**config.mk**
```make
export PLATFORM = sky130hd
export DESIGN_NAME = wb_stage_p_flat
export DESIGN_NICKNAME = d
export VERILOG_FILES = /design/src/rtl/wb_stage_p_if.sv /design/src/rtl/wb_stage_p.sv /design/src/flat_wrapper.sv
export SDC_FILE = /design/constraint.sdc
export NUM_CORES = 1
export LEC_CHECK = 0
export BUFFER_PORTS_ARGS = -buffer_cell sky130_fd_sc_hd__buf_2
export CAP_MARGIN = 40
export CORE_MARGIN = 2
export CORE_UTILIZATION = 35
export CTS_CLUSTER_SIZE = 14
export DETAILED_ROUTE_END_ITERATION = 8
export PLACE_DENSITY = 0.64
export SLEW_MARGIN = 10
export SYNTH_ARGS = -nofsm -noshare
export SYNTH_HDL_FRONTEND = slang
export SYNTH_SLANG_ARGS = --single-unit
```
**constraint.sdc**
```tcl
create_clock -name clk -period 2.55 [get_ports clk]
set_input_delay 0.3825 -clock clk [delete_from_list [all_inputs] [get_ports clk]]
set_output_delay 0.3825 -clock clk [all_outputs]
set_load 0.005 [all_outputs]
```
**src/rtl/wb_stage_p_if.sv**
```systemverilog
// Upstream (memory stage -> writeback) valid/ready bus.
interface wb_stage_p_if #(
  parameter int unsigned WIDTH = 32
);
  logic             in_valid;
  logic             in_ready;
  logic [WIDTH-1:0] IR_in;
  logic [WIDTH-3:0] PC_in;
  logic [WIDTH-1:0] Z_in;
  logic [1:0]       byte_off;

  modport master (
    output in_valid, IR_in, PC_in, Z_in, byte_off,
    input  in_ready
  );

  modport slave (
    input  in_valid, IR_in, PC_in, Z_in, byte_off,
    output in_ready
  );
endinterface

```
**src/rtl/wb_stage_p.sv**
```systemverilog
// Writeback stage: load alignment/extension, link routing, output register
// plus one-entry skid buffer, halt-drain FSM and retire counter.
module wb_stage_p #(
  parameter int unsigned WIDTH        = 32,
  parameter int unsigned REG_ADDR_LEN = 5,
  parameter int unsigned LINK_REG     = 31,
  parameter int unsigned SIGN_EXT     = 1,
  parameter int unsigned ZERO_REG_WR  = 0,
  parameter int unsigned CNT_W        = 32
) (
  input  logic                    clk,
  input  logic                    rst_n,
  wb_stage_p_if.slave             up,
  input  logic                    rf_ready,
  output logic [REG_ADDR_LEN-1:0] Addr,
  output logic [WIDTH-1:0]        Data,
  output logic                    wr_en,
  output logic [1:0]              w_mode,
  output logic                    Halt,
  output logic [CNT_W-1:0]        retired,
  output logic [WIDTH-3:0]        PC_out
);

  localparam logic [5:0] OpRType = 6'h00;
  localparam logic [5:0] OpIType = 6'h01;
  localparam logic [5:0] OpLw    = 6'h02;
  localparam logic [5:0] OpLh    = 6'h03;
  localparam logic [5:0] OpLd    = 6'h04;
  localparam logic [5:0] OpJal   = 6'h05;
  localparam logic [5:0] OpJalr  = 6'h06;
  localparam logic [5:0] OpHalt  = 6'h3F;

  typedef struct packed {
    logic [WIDTH-3:0]        pc;
    logic [REG_ADDR_LEN-1:0] addr;
    logic [WIDTH-1:0]        data;
    logic                    wr;
    logic [1:0]              mode;
    logic                    halt;
  } entry_t;

  typedef enum logic [1:0] {StRun, StDrain, StHalted} state_e;

  state_e           state_q, state_d;
  entry_t           out_q, out_d, skid_q, skid_d, dec;
  logic             out_valid_q, out_valid_d;
  logic             skid_valid_q, skid_valid_d;
  logic             in_ready_q, in_ready_d;
  logic [CNT_W-1:0] cnt_q, cnt_d;

  logic [5:0]              opcode;
  logic [REG_ADDR_LEN-1:0] rd;
  logic [WIDTH-1:0]        z_half_sh, z_byte_sh;
  logic [15:0]             half;
  logic [7:0]              byte_v;
  logic                    accept, pop, out_space;
  logic                    unused_ir;

  assign opcode    = up.IR_in[WIDTH-1 -: 6];
  assign rd        = up.IR_in[WIDTH-7 -: REG_ADDR_LEN];
  assign unused_ir = ^up.IR_in[WIDTH-7-REG_ADDR_LEN:0];

  assign z_half_sh = up.Z_in >> {up.byte_off[1], 4'b0000};
  assign z_byte_sh = up.Z_in >> {up.byte_off, 3'b000};
  assign half      = z_half_sh[15:0];
  assign byte_v    = z_byte_sh[7:0];

  assign accept    = up.in_valid & in_ready_q;
  // Non-writing entries leave the output register without waiting on the RF.
  assign pop       = out_valid_q & (~out_q.wr | rf_ready);
  assign out_space = ~out_valid_q | pop;

  // Decode the incoming instruction into a write-port entry.
  always_comb begin
    dec      = '0;
    dec.pc   = up.PC_in;
    dec.addr = rd;
    dec.data = up.Z_in;
    case (opcode)
      OpLw, OpRType, OpIType: dec.wr = 1'b1;
      OpLh: begin
        dec.wr   = 1'b1;
        dec.mode = 2'd1;
        dec.data = {{(WIDTH-16){(SIGN_EXT != 0) & half[15]}}, half};
      end
      OpLd: begin
        dec.wr   = 1'b1;
        dec.mode = 2'd2;
        dec.data = {{(WIDTH-8){(SIGN_EXT != 0) & byte_v[7]}}, byte_v};
      end
      OpJal, OpJalr: begin
        dec.wr   = 1'b1;
        dec.addr = REG_ADDR_LEN'(LINK_REG);
      end
      OpHalt:  dec.halt = 1'b1;
      default: ;
    endcase
    // Writes to x0 are dropped but the instruction still retires.
    if (ZERO_REG_WR == 0 && dec.addr == '0) dec.wr = 1'b0;
  end

  // Next state for output/skid registers, FSM and retire counter.
  always_comb begin
    out_d        = out_q;
    out_valid_d  = out_valid_q;
    skid_d       = skid_q;
    skid_valid_d = skid_valid_q;
    state_d      = state_q;
    cnt_d        = cnt_q;
    if (pop) cnt_d = cnt_q + CNT_W'(1);
    // in_ready_q implies the skid is empty, so accept and a full skid never coincide.
    if (out_space) begin
      if (skid_valid_q) begin
        out_d        = skid_q;
        out_valid_d  = 1'b1;
        skid_valid_d = 1'b0;
      end else if (accept) begin
        out_d       = dec;
        out_valid_d = 1'b1;
      end else begin
        out_valid_d = 1'b0;
      end
    end else if (accept) begin
      skid_d       = dec;
      skid_valid_d = 1'b1;
    end
    case (state_q)
      StRun:    if (accept && dec.halt) state_d = StDrain;
      // HALT is the last accepted entry, so its retirement empties the stage.
      StDrain:  if (pop && out_q.halt && !skid_valid_q) state_d = StHalted;
      StHalted: ;
      default:  state_d = StRun;
    endcase
    in_ready_d = ~skid_valid_d & (state_d == StRun);
  end

  // State registers.
  always_ff @(posedge clk or negedge rst_n) begin
    if (!rst_n) begin
      state_q      <= StRun;
      out_q        <= '0;
      out_valid_q  <= 1'b0;
      skid_q       <= '0;
      skid_valid_q <= 1'b0;
      in_ready_q   <= 1'b0;
      cnt_q        <= '0;
    end else begin
      state_q      <= state_d;
      out_q        <= out_d;
      out_valid_q  <= out_valid_d;
      skid_q       <= skid_d;
      skid_valid_q <= skid_valid_d;
      in_ready_q   <= in_ready_d;
      cnt_q        <= cnt_d;
    end
  end

  assign up.in_ready = in_ready_q;
  assign Addr        = out_q.addr;
  assign Data        = out_q.data;
  assign w_mode      = out_q.mode;
  assign PC_out      = out_q.pc;
  assign wr_en       = out_valid_q & out_q.wr;
  assign Halt        = (state_q == StHalted);
  assign retired     = cnt_q;

endmodule
```
**src/flat_wrapper.sv**
```systemverilog
// flat-port wrapper written by rule: the top's interface ports become plain ports
module wb_stage_p_flat 
#(
  parameter int unsigned WIDTH        = 32,
  parameter int unsigned REG_ADDR_LEN = 5,
  parameter int unsigned LINK_REG     = 31,
  parameter int unsigned SIGN_EXT     = 1,
  parameter int unsigned ZERO_REG_WR  = 0,
  parameter int unsigned CNT_W        = 32
)
  (clk, rst_n, rf_ready, Addr, Data, wr_en, w_mode, Halt, retired, PC_out, up_in_valid, up_IR_in, up_PC_in, up_Z_in, up_byte_off, up_in_ready);
  wb_stage_p_if #(.WIDTH(WIDTH)) up_i ();
  input  logic clk;
  input  logic rst_n;
  input  logic rf_ready;
  output logic [REG_ADDR_LEN-1:0] Addr;
  output logic [WIDTH-1:0] Data;
  output logic wr_en;
  output logic [1:0] w_mode;
  output logic Halt;
  output logic [CNT_W-1:0] retired;
  output logic [WIDTH-3:0] PC_out;
  input wire logic [$bits(up_i.in_valid)-1:0] up_in_valid;
  input wire logic [$bits(up_i.IR_in)-1:0] up_IR_in;
  input wire logic [$bits(up_i.PC_in)-1:0] up_PC_in;
  input wire logic [$bits(up_i.Z_in)-1:0] up_Z_in;
  input wire logic [$bits(up_i.byte_off)-1:0] up_byte_off;
  output wire logic [$bits(up_i.in_ready)-1:0] up_in_ready;
  assign up_i.in_valid = up_in_valid;
  assign up_i.IR_in = up_IR_in;
  assign up_i.PC_in = up_PC_in;
  assign up_i.Z_in = up_Z_in;
  assign up_i.byte_off = up_byte_off;
  assign up_in_ready = up_i.in_ready;
  wb_stage_p #(.WIDTH(WIDTH), .REG_ADDR_LEN(REG_ADDR_LEN), .LINK_REG(LINK_REG), .SIGN_EXT(SIGN_EXT), .ZERO_REG_WR(ZERO_REG_WR), .CNT_W(CNT_W)) u_core (.clk(clk), .rst_n(rst_n), .up(up_i), .rf_ready(rf_ready), .Addr(Addr), .Data(Data), .wr_en(wr_en), .w_mode(w_mode), .Halt(Halt), .retired(retired), .PC_out(PC_out));
endmodule
```
* Word-level counts from Yosys, hierarchy flattened
Cells that the tools add are included.
** Operators by class
- Shift-type cells :: 2
- Reduce and logical (&&, ||, !) cells :: 13
- Multiplexer cells :: 15
- $add $sub $neg :: 1
- Equality and inequality tests :: 9
- Bitwise logic cells :: 10
** Operators by type and width (count)
- $mux 71 :: 2
- $pmux 32 s2 :: 1
- $add 32x1->32 const B :: 1
- $shr 32x5->16 :: 1
- $shr 32x5->8 :: 1
- $eq 6x3->1 const B :: 3
- $eq 6x2->1 const B :: 2
- $mux 1 :: 7
- $reduce_or 7->1 :: 1
- $eq 6x1->1 const B :: 1
- $eq 6x6->1 const B :: 1
- $logic_not 6->1 :: 1
- $pmux 2 s3 :: 1
- $logic_not 5->1 :: 1
- $mux 5 :: 1
- $and 1x1->1 :: 4
- $logic_not 2->1 :: 2
- $mux 2 :: 2
- $not 1->1 :: 4
- $pmux 2 s2 :: 1
- $reduce_and 2->1 :: 2
- $logic_and 1x1->1 :: 3
- $eq 2x1->1 const B :: 1
- $eq 2x2->1 const B :: 1
- 4 further kinds :: 5
** Word-level totals
- Flip-flop bits (word level) :: 179
- Output and inout port bits :: 104
- Bits of input ports :: 100

* Depth between registers and ports, before layout
Gate-level depths: netlist of the first run.
- Depth in word-level cells :: 9
- Depth in mapped cells :: 7
- Depth with buffers taken out :: 5

* Worst setup path before layout of the first run
OpenSTA, ideal clock, no wires.
- Path type :: input-to-reg
- From :: in up_byte_off[1]
- To :: reg u_core.out_q, in the netlist u_core.Data[5]
- Cell stages on the path :: 5
- Data required time :: 2412 ps
- Path buffers :: 2
- Setup time :: 138 ps
- Data arrival time :: 1659 ps
- Path slack :: 753 ps
- Path through :: clkbuf_8 > clkbuf_1 > mux2_2 > a221oi_1 > o211ai_1
** On the way
- Cells in the longest elaborated chain, start to end :: 4
** RTL lines
- start: declaration :: RTL line flat_wrapper.sv:27 : input wire logic [$bits(up_i.byte_off)-1:0] up_byte_off;
- $shr 32x5->8 / $shr 32x5->16 (equally long branches) :: RTL line wb_stage_p.sv:64, wb_stage_p.sv:63
- $pmux 32 s2 (*) :: RTL line wb_stage_p.sv:79 : case (opcode)
- $mux 71 (*) :: RTL line wb_stage_p.sv:117 : end else if (accept) begin
- $mux 71 (*) :: RTL line wb_stage_p.sv:113 : if (skid_valid_q) begin
- end signal: assignment :: RTL line wb_stage_p.sv:149 : out_q <= out_d;
- end: declaration :: RTL line wb_stage_p.sv:45 : entry_t out_q, out_d, skid_q, skid_d, dec;
Every way passes the cells marked *; elsewhere a longest branch is shown, timed or not. The select of a mux whose other input is x is not followed.
A chain may end at the register's enable or synchronous reset.

* Final worst setup path of the first run
- From :: reg u_core.out_valid_q
- To :: reg u_core.out_q, in the netlist u_core.Data[24]
** On the way
- Cells in the longest elaborated chain, start to end :: 3
** RTL lines
- start: declaration :: RTL line wb_stage_p.sv:46 : logic out_valid_q, out_valid_d;
- start signal: assignment :: RTL line wb_stage_p.sv:150 : out_valid_q <= out_valid_d;
- $and 1x1->1 / $not 1->1 (equally long branches) :: RTL line wb_stage_p.sv:70, wb_stage_p.sv:71
- $or 1x1->1 (*) :: RTL line wb_stage_p.sv:71 : assign out_space = ~out_valid_q | pop;
- $reduce_and 2->1 (no source line) (*)
Every way passes the cells marked *; elsewhere a longest branch is shown, timed or not.

==> reports/metrics.cfg, run 1 <==
[drt]
highest-signal-layer=met5
remaining_drc_errors=0
route.layer.met1.wl_um=10200
detailroute.wirelength.met3_um=1340
drt_pass1_iterations=5
route.final.wire_length_um=22500
met2_layer_wire_length_in_the_routed_design_um=10600
drtIter0Drc=520
post_drt_via_cell_ratio=5.04
route.vias.total=6798
detail-route-antenna-nets=0
routed_wire_length_per_instance_um=16.7

[clock_network]
cts_buffer_depth=2
worst_skew_pair.late_latency_ns=0.43
cts.repair_timing.setup_buffer_count=0
resized_cells_post_cts=0
clock_tree_from_tritoncts=yes
cts_root_buf=sky130_fd_sc_hd__clkbuf_16
clkSinkCount=179
cts_hold_buffers=1
cts-buffers-inserted=17
clock_slew_seen_by_the_registers_of_the_worst_setup_and_hold_paths_ns=0.08
ctsHtreeMaxLevel=4

[die]
die_h_um=162
floorplan.core_area_um2=24500
floorplan.initialDensity_pct=35.9
io-pin-count=204
die_area_um2=26400
dieWidth_um=162
fp-row-count=57

[layout]
layout-drive-gt1-share_pct=29.3
num_antenna_cells=0
multiInputGateArea_um2=3550
finalCoreUtilization_pct=41.8
layout.cells.most_common_list=185 x sky130_fd_sc_hd__nand2_1, 181 x sky130_fd_sc_hd__buf_2, 178 x sky130_fd_sc_hd__dfrtp_1, 75 x sky130_fd_sc_hd__o21ai_0, 51 x sky130_fd_sc_hd__a21oi_1
net_count_of_the_finished_layout=1113
nFillCells=2409
stdcell_area_um2=10200
layout-area-overhead-vs-synth_pct=16.5
regArea_um2=4480
final_common_cell=sky130_fd_sc_hd__nand2_1

[timing]
measured_slew_at_the_worst_slew_check_pin_ns=0.787
hold_violations=0
finalCritPeriodShare_pct=74.8
final.setup_skew_ns=0.0141
finalSetupViolCount=0
timing_max_transition_violations_final=0
finalWorstPathRequiredPeriod_ns=1.91
slew-limit-headroom_pct=47.5
fmax_mhz=525
postLayoutSetupSlackWorst_ns=0.644
setup_tns_ns=0
unrepaired_setup_endpoints_after_global_routing=false

[power_and_ir_drop]
p_sw_share_pct=34.5
vdd_drop_max_mv=0.453
cellPowerDensity_nw_per_um2=990
clock_power_share_pct=26.6
power_frac_comb_pct=28.2
total_switching_power_mw=3.50
leakagePower_nw=4.63
fin_total_pwr_mw=10.1
seq_power_share_pct=45.2
internal_power_mw=6.63

[worst_setup_path]
worstPathMaxFanout=26
required_ns=2.91
worst_setup_path_start_kind=flop
path_class=flop to flop
worstPathArrival_ns=2.26
worstSetupEndpointType=flop

[yosys]
yosysWarnings=0
synth_seq_cells=179
synth_nets=1002
syn-instance-count=901
post_synth_instance_area_um2=8780
number_of_enable_flip_flop_cells_after_synthesis=0
synthArstFlopShare_pct=100
ys_types=58
syn_area_per_cell_um2=9.74
synth_top_flop_cell=sky130_fd_sc_hd__dfrtp_1
synth.yosys.seq_area_share_pct=51.0

[global_route]
grt_max_degree=64
grt_pass1_wl_um=35900
first_global_vias=6603
antenna_found_initial=2
gr-usage-all-layers_pct=17.3
grt_overflow_total=0

[place]
place_worst_setup_slack_ns=0.449
detailedPlacementHpwl_um=15800
finalWeightedCongestion=0.814
place_area_um2=9610
placement.io_buffers=182

[status]
outcome=finished, final reports clean

[flow_run]
timing.max_cap.violations=0

[min_path]
hold_class=primary input to flop

power groups by stage:
stage	sequential, mW	clock [mW]	combinational [mW]
3_5_place_dp	4.64	0	2.90
5_1_grt	4.72	2.90	3.23
3_3_place_gp	4.59	0	2.84
6_report	4.58	2.70	2.85
4_1_cts	4.58	2.78	2.92
2_1_floorplan	4.48	0	2.34
layout make-up:
| type | count | area share [%] |
|---|---|---|
| Clock inverter | 15 | 1.85 |
| Inverter | 4 | 0.147 |
| Multi-Input combinational cell | 598 | 34.7 |
| Timing Repair Buffer | 212 | 11.4 |
| Sequential cell | 179 | 43.8 |
| Tap cell | 324 | 3.96 |
| Clock buffer | 17 | 4.16 |
layer usage:
layer,vias up,track usage [%]
li1,3270,-
met1,3304,23.5
met2,198,28.0
met3,22,3.67
met4,4,4.95
met5,-,0
registers in the layout, indices dropped and copies added (netlist names), 2 cells and up:
signal / count
u_core.state_q: 2
u_core.Data: 32
u_core.retired: 32
u_core.Addr: 5
u_core.PC_out: 30
u_core.w_mode: 2
u_core.out_q: 2
u_core.skid_q: 71
through the flow:
stage                     hold WS (ns)  cells
after CTS                        0.131   1349
after floorplan                 0.0869    901
final                            0.154   1349
after global placement           0.425   1316
after detailed placement         0.423   1316
after global routing             0.142   1349
kinds of logic (layout without fill, tap and decap cells):
family	count (synthesis)	after routing	synth area share (%)
flops	179	179	51.0
buf+inv	124	248	8.89
xor+xnor	32	32	3.19
mux	53	53	6.44
fa+ha+maj	1	1	0.142
compound gates	172	172	11.2
simple gates	340	340	19.1
cell usage after synthesis (17+ instances only):
cell type	count	share of area, %
sky130_fd_sc_hd__nor2_1	36	1.5
sky130_fd_sc_hd__nand2_1	186	8.0
sky130_fd_sc_hd__dfrtp_1	179	51
sky130_fd_sc_hd__or3_1	17	1.2
sky130_fd_sc_hd__xnor2_1	17	1.7
sky130_fd_sc_hd__mux2i_1	34	3.9
sky130_fd_sc_hd__o21ai_0	76	4.3
sky130_fd_sc_hd__mux2_2	18	2.3
sky130_fd_sc_hd__buf_4	70	6.0
sky130_fd_sc_hd__a21oi_1	51	2.9
sky130_fd_sc_hd__nand3_1	24	1.4
sky130_fd_sc_hd__clkbuf_1	34	1.5
critical path, cell delays in order, from the launching register on:
cell	delay (ns)
sky130_fd_sc_hd__dfrtp_1	0.46
sky130_fd_sc_hd__and3b_1	0.26
sky130_fd_sc_hd__buf_4	0.19
sky130_fd_sc_hd__nor2_2	0.30
sky130_fd_sc_hd__buf_4	0.35
sky130_fd_sc_hd__o21ai_0	0.12
sky130_fd_sc_hd__a21oi_1	0.14
path summary, 6_finish.rpt:
check                                      end  cells past startpoint                from  slack, ns
setup / recovery               u_core.Data[24]                      6  u_core.out_valid_q       0.64
hold / removal               u_core.skid_q[56]                      3        up_PC_in[15]       0.15
setup reg to reg               u_core.Data[24]                      6  u_core.out_valid_q       0.64
hold reg to reg             u_core.retired[31]                      1  u_core.retired[31]       0.46
max in group asynchronous  u_core.skid_valid_q                      3               rst_n       1.27
min in group asynchronous   u_core.retired[14]                      2               rst_n       0.52
Power figures use the tool's default switching activity.
==> run 2: changes to the inputs <==
clock period = 1.8 ns   (was 2.55 ns; I/O delays follow)
==> run 2 against run 1 <==
  * Fmax rose by 12%
  * Combinational power rose by 51%
  * Critical path type unchanged
  * Critical path depth fell by 1
  * Clock-buffer cell count did not move
  * Sequential power rose by 41%
  * Routed wire length rose by 0.59%
  * Flip-flop and latch count did not move
  * Core utilization rose by 1.4 points
  * Clock skew rose by 0.0038 ns
  * Power rose by 43%
==> reports/metrics.cfg, run 2 (synthesis results as in run 1) <==
[timing]
finalCritPeriodShare_pct=94.4  ; +20 points
timing_max_transition_violations_final=0  ; unchanged
finalSetupViolCount=0  ; unchanged
hold_violations=0  ; unchanged
postLayoutSetupSlackWorst_ns=0.101  ; -0.542 ns
finalWorstPathRequiredPeriod_ns=1.70  ; -0.208 ns
setup_tns_ns=0  ; unchanged
measured_slew_at_the_worst_slew_check_pin_ns=0.559  ; -0.228 ns
slew-limit-headroom_pct=62.7  ; +15 points
final.setup_skew_ns=0.0179  ; +0.00383 ns
worst_case_hold_slack_ns=0.0428  ; -0.111 ns
fmax_mhz=589  ; +12%

[layout]
final-instance-count-excl-fill=1379  ; +2.2%
top_register=u_core.skid_q
stdcell_area_um2=10600  ; +3.4%
nFillCells=2372  ; -1.5%
layout-area-overhead-vs-synth_pct=20.5
layout-drive-gt1-share_pct=31.8  ; +2.5 points
regArea_um2=4480  ; unchanged
layout.cells.most_common_list=185 x sky130_fd_sc_hd__nand2_1, 181 x sky130_fd_sc_hd__buf_2, 178 x sky130_fd_sc_hd__dfrtp_1, 75 x sky130_fd_sc_hd__o21ai_0, 51 x sky130_fd_sc_hd__a21oi_1
multiInputGateArea_um2=3580  ; +0.85%
finalCoreUtilization_pct=43.3  ; +1.4 points
final_common_cell=sky130_fd_sc_hd__nand2_1
num_antenna_cells=0  ; unchanged
number_of_flip_flops_in_the_largest_register=71  ; unchanged
net_count_of_the_finished_layout=1143  ; +2.7%

[global_route]
gr-usage-all-layers_pct=17.5  ; +0.20 points
grt_pass1_wl_um=36400  ; +1.5%
grt_max_degree=78  ; +22%
first_global_vias=6701  ; +1.5%
grt_overflow_total=0  ; unchanged
antenna_found_initial=1  ; -1

[drt]
post_drt_via_cell_ratio=4.97  ; -1.4%
detail-route-antenna-nets=0  ; unchanged
remaining_drc_errors=0  ; unchanged
route.vias.total=6853  ; +0.81%
routed_wire_length_per_instance_um=16.4  ; -1.6%
drtIter0Drc=434  ; -17%
drt_pass1_iterations=4  ; -1
route.final.wire_length_um=22700  ; +0.59%

[min_path]
hold_class=primary input to flop
hold_start=up_PC_in[6]
hold-path-cell-count=3  ; unchanged
whs_endpoint=u_core.skid_q[47]

[clock_network]
ctsHtreeMaxLevel=4  ; unchanged
cts-buffers-inserted=17  ; unchanged
cts_buffer_depth=2  ; unchanged
clkSinkCount=179  ; unchanged
clock_slew_seen_by_the_registers_of_the_worst_setup_and_hold_paths_ns=0.07  ; about the same
clock_tree_from_tritoncts=yes
worst_skew_pair.late_latency_ns=0.44  ; about the same
cts_root_buf=sky130_fd_sc_hd__clkbuf_16

[die]
floorplan.core_area_um2=24500  ; unchanged
die_area_um2=26400  ; unchanged
fp-row-count=57  ; unchanged
io-pin-count=204  ; unchanged
floorplan.initialDensity_pct=35.9  ; unchanged
dieWidth_um=162  ; unchanged
die_h_um=162  ; unchanged

[worst_setup_path]
crit_buf_inv=2  ; unchanged
critical_path.reg2reg.startpoint=u_core.out_valid_q
worstSetupEndpointType=flop
reg2reg_slack_ns=0.10  ; -0.54 ns
path_class=flop to flop
timing.reg2reg.worst_path_depth=5  ; -1
worstPathMaxFanout=31  ; +19%
regToRegEndpoint=u_core.Addr[0]
required_ns=2.11  ; -0.80 ns
worstPathArrival_ns=2.01  ; -0.25 ns
launching_element_of_the_worst_setup_path=u_core.out_valid_q
crit_path_max_incr_delay_ns=0.43  ; -0.03 ns
worst_path_dominant_cell_family=flip-flops
worst_path_max_delay_cell=sky130_fd_sc_hd__dfrtp_1
worst_setup_path_start_kind=flop
path_cells=and3b_1 -> buf_4 -> nor2_2 -> buf_12 -> mux2_2

[power_and_ir_drop]
vdd_drop_max_mv=0.653  ; +44%
leakagePower_nw=4.81  ; +3.9%
fin_total_pwr_mw=14.5  ; +43%
cellPowerDensity_nw_per_um2=1370  ; +38%

[place]
place_worst_setup_slack_ns=-0.236  ; -0.685 ns
detailedPlacementHpwl_um=16200  ; +2.6%
finalWeightedCongestion=0.816  ; +0.18%
place_area_um2=9950  ; +3.5%
placement.io_buffers=182  ; unchanged
placed_instance_count=1346  ; +2.3%

[status]
outcome=finished, final reports clean

[flow_run]
timing.max_cap.violations=0  ; unchanged

run 2: cell types whose count changed in the layout (fill, tap and decap cells not counted):
cell / change
sky130_fd_sc_hd__nor4bb_1: -3
sky130_fd_sc_hd__inv_8: +2
sky130_fd_sc_hd__clkinv_4: +2
sky130_fd_sc_hd__or3_4: +1
sky130_fd_sc_hd__buf_12: +10
sky130_fd_sc_hd__buf_4: +20
sky130_fd_sc_hd__bufinv_16: -1
sky130_fd_sc_hd__or3_1: -1
sky130_fd_sc_hd__nor4bb_2: +3
sky130_fd_sc_hd__clkinv_8: -2
sky130_fd_sc_hd__nor4_1: -1
sky130_fd_sc_hd__clkinvlp_4: -1
sky130_fd_sc_hd__nor4_2: +1
run 2: layout make-up:
type	count	share of cell area, %
clock buffers	17	4.02
clock inverters	15	1.50
inverters	4	0.142
multi-input cells	598	33.8
flip-flops and latches	179	42.3
well taps	324	3.83
repair buffers	242	14.4
run 2: worst register-to-register path, delay by kind of cell, from the launching register on:
| family | cells | cell delay, ns |
|---|---|---|
| mux | 1 | 0.37 |
| flops | 1 | 0.43 |
| buf+inv | 2 | 0.37 |
| simple gates | 2 | 0.42 |
run 2: worst max path at each step:
stage / to / slack [ns] / cells past startpoint
2_1_floorplan: u_core.Addr[0] / 0.10 / 5
3_3_place_gp: u_core.skid_q[20] / -0.21 / 5
3_5_place_dp: u_core.skid_q[21] / -0.24 / 5
4_1_cts: u_core.skid_q[21] / 0.02 / 4
5_1_grt: u_core.retired[26] / -0.02 / 6
6_report: u_core.Addr[0] / 0.10 / 5
run 2: layer usage:
| layer | GRT usage, % | vias up | routed length [um] | part of all wire [%] |
|---|---|---|---|---|
| met3 | 3.62 | 24 | 1090 | 4.8 |
| met4 | 4.83 | 2 | 344 | 1.5 |
| met1 | 24.5 | 3325 | 10600 | 47 |
| met5 | 0 | - | 11 | 0.049 |
| li1 | - | 3327 | - | - |
| met2 | 27.6 | 175 | 10700 | 47 |
run 2: where the power goes:
part / internal, mW / leakage (nW) / total (mW) / switching (mW)
registers: 5.61 / 2.16 / 6.47 / 0.865
logic: 1.98 / 2.36 / 4.31 / 2.33
clock network: 1.87 / 0.289 / 3.69 / 1.82
total: 9.46 / 4.81 / 14.5 / 5.01
run 2: repair_timing:
action | 4_1_cts | 5_1_grt
endpoints found under the hold margin | 30 | 0
hold buffers | 1 | 0
setup buffers | 0 | 1
setup endpoints to repair | 0 | 29
gates resized for setup | 0 | 5
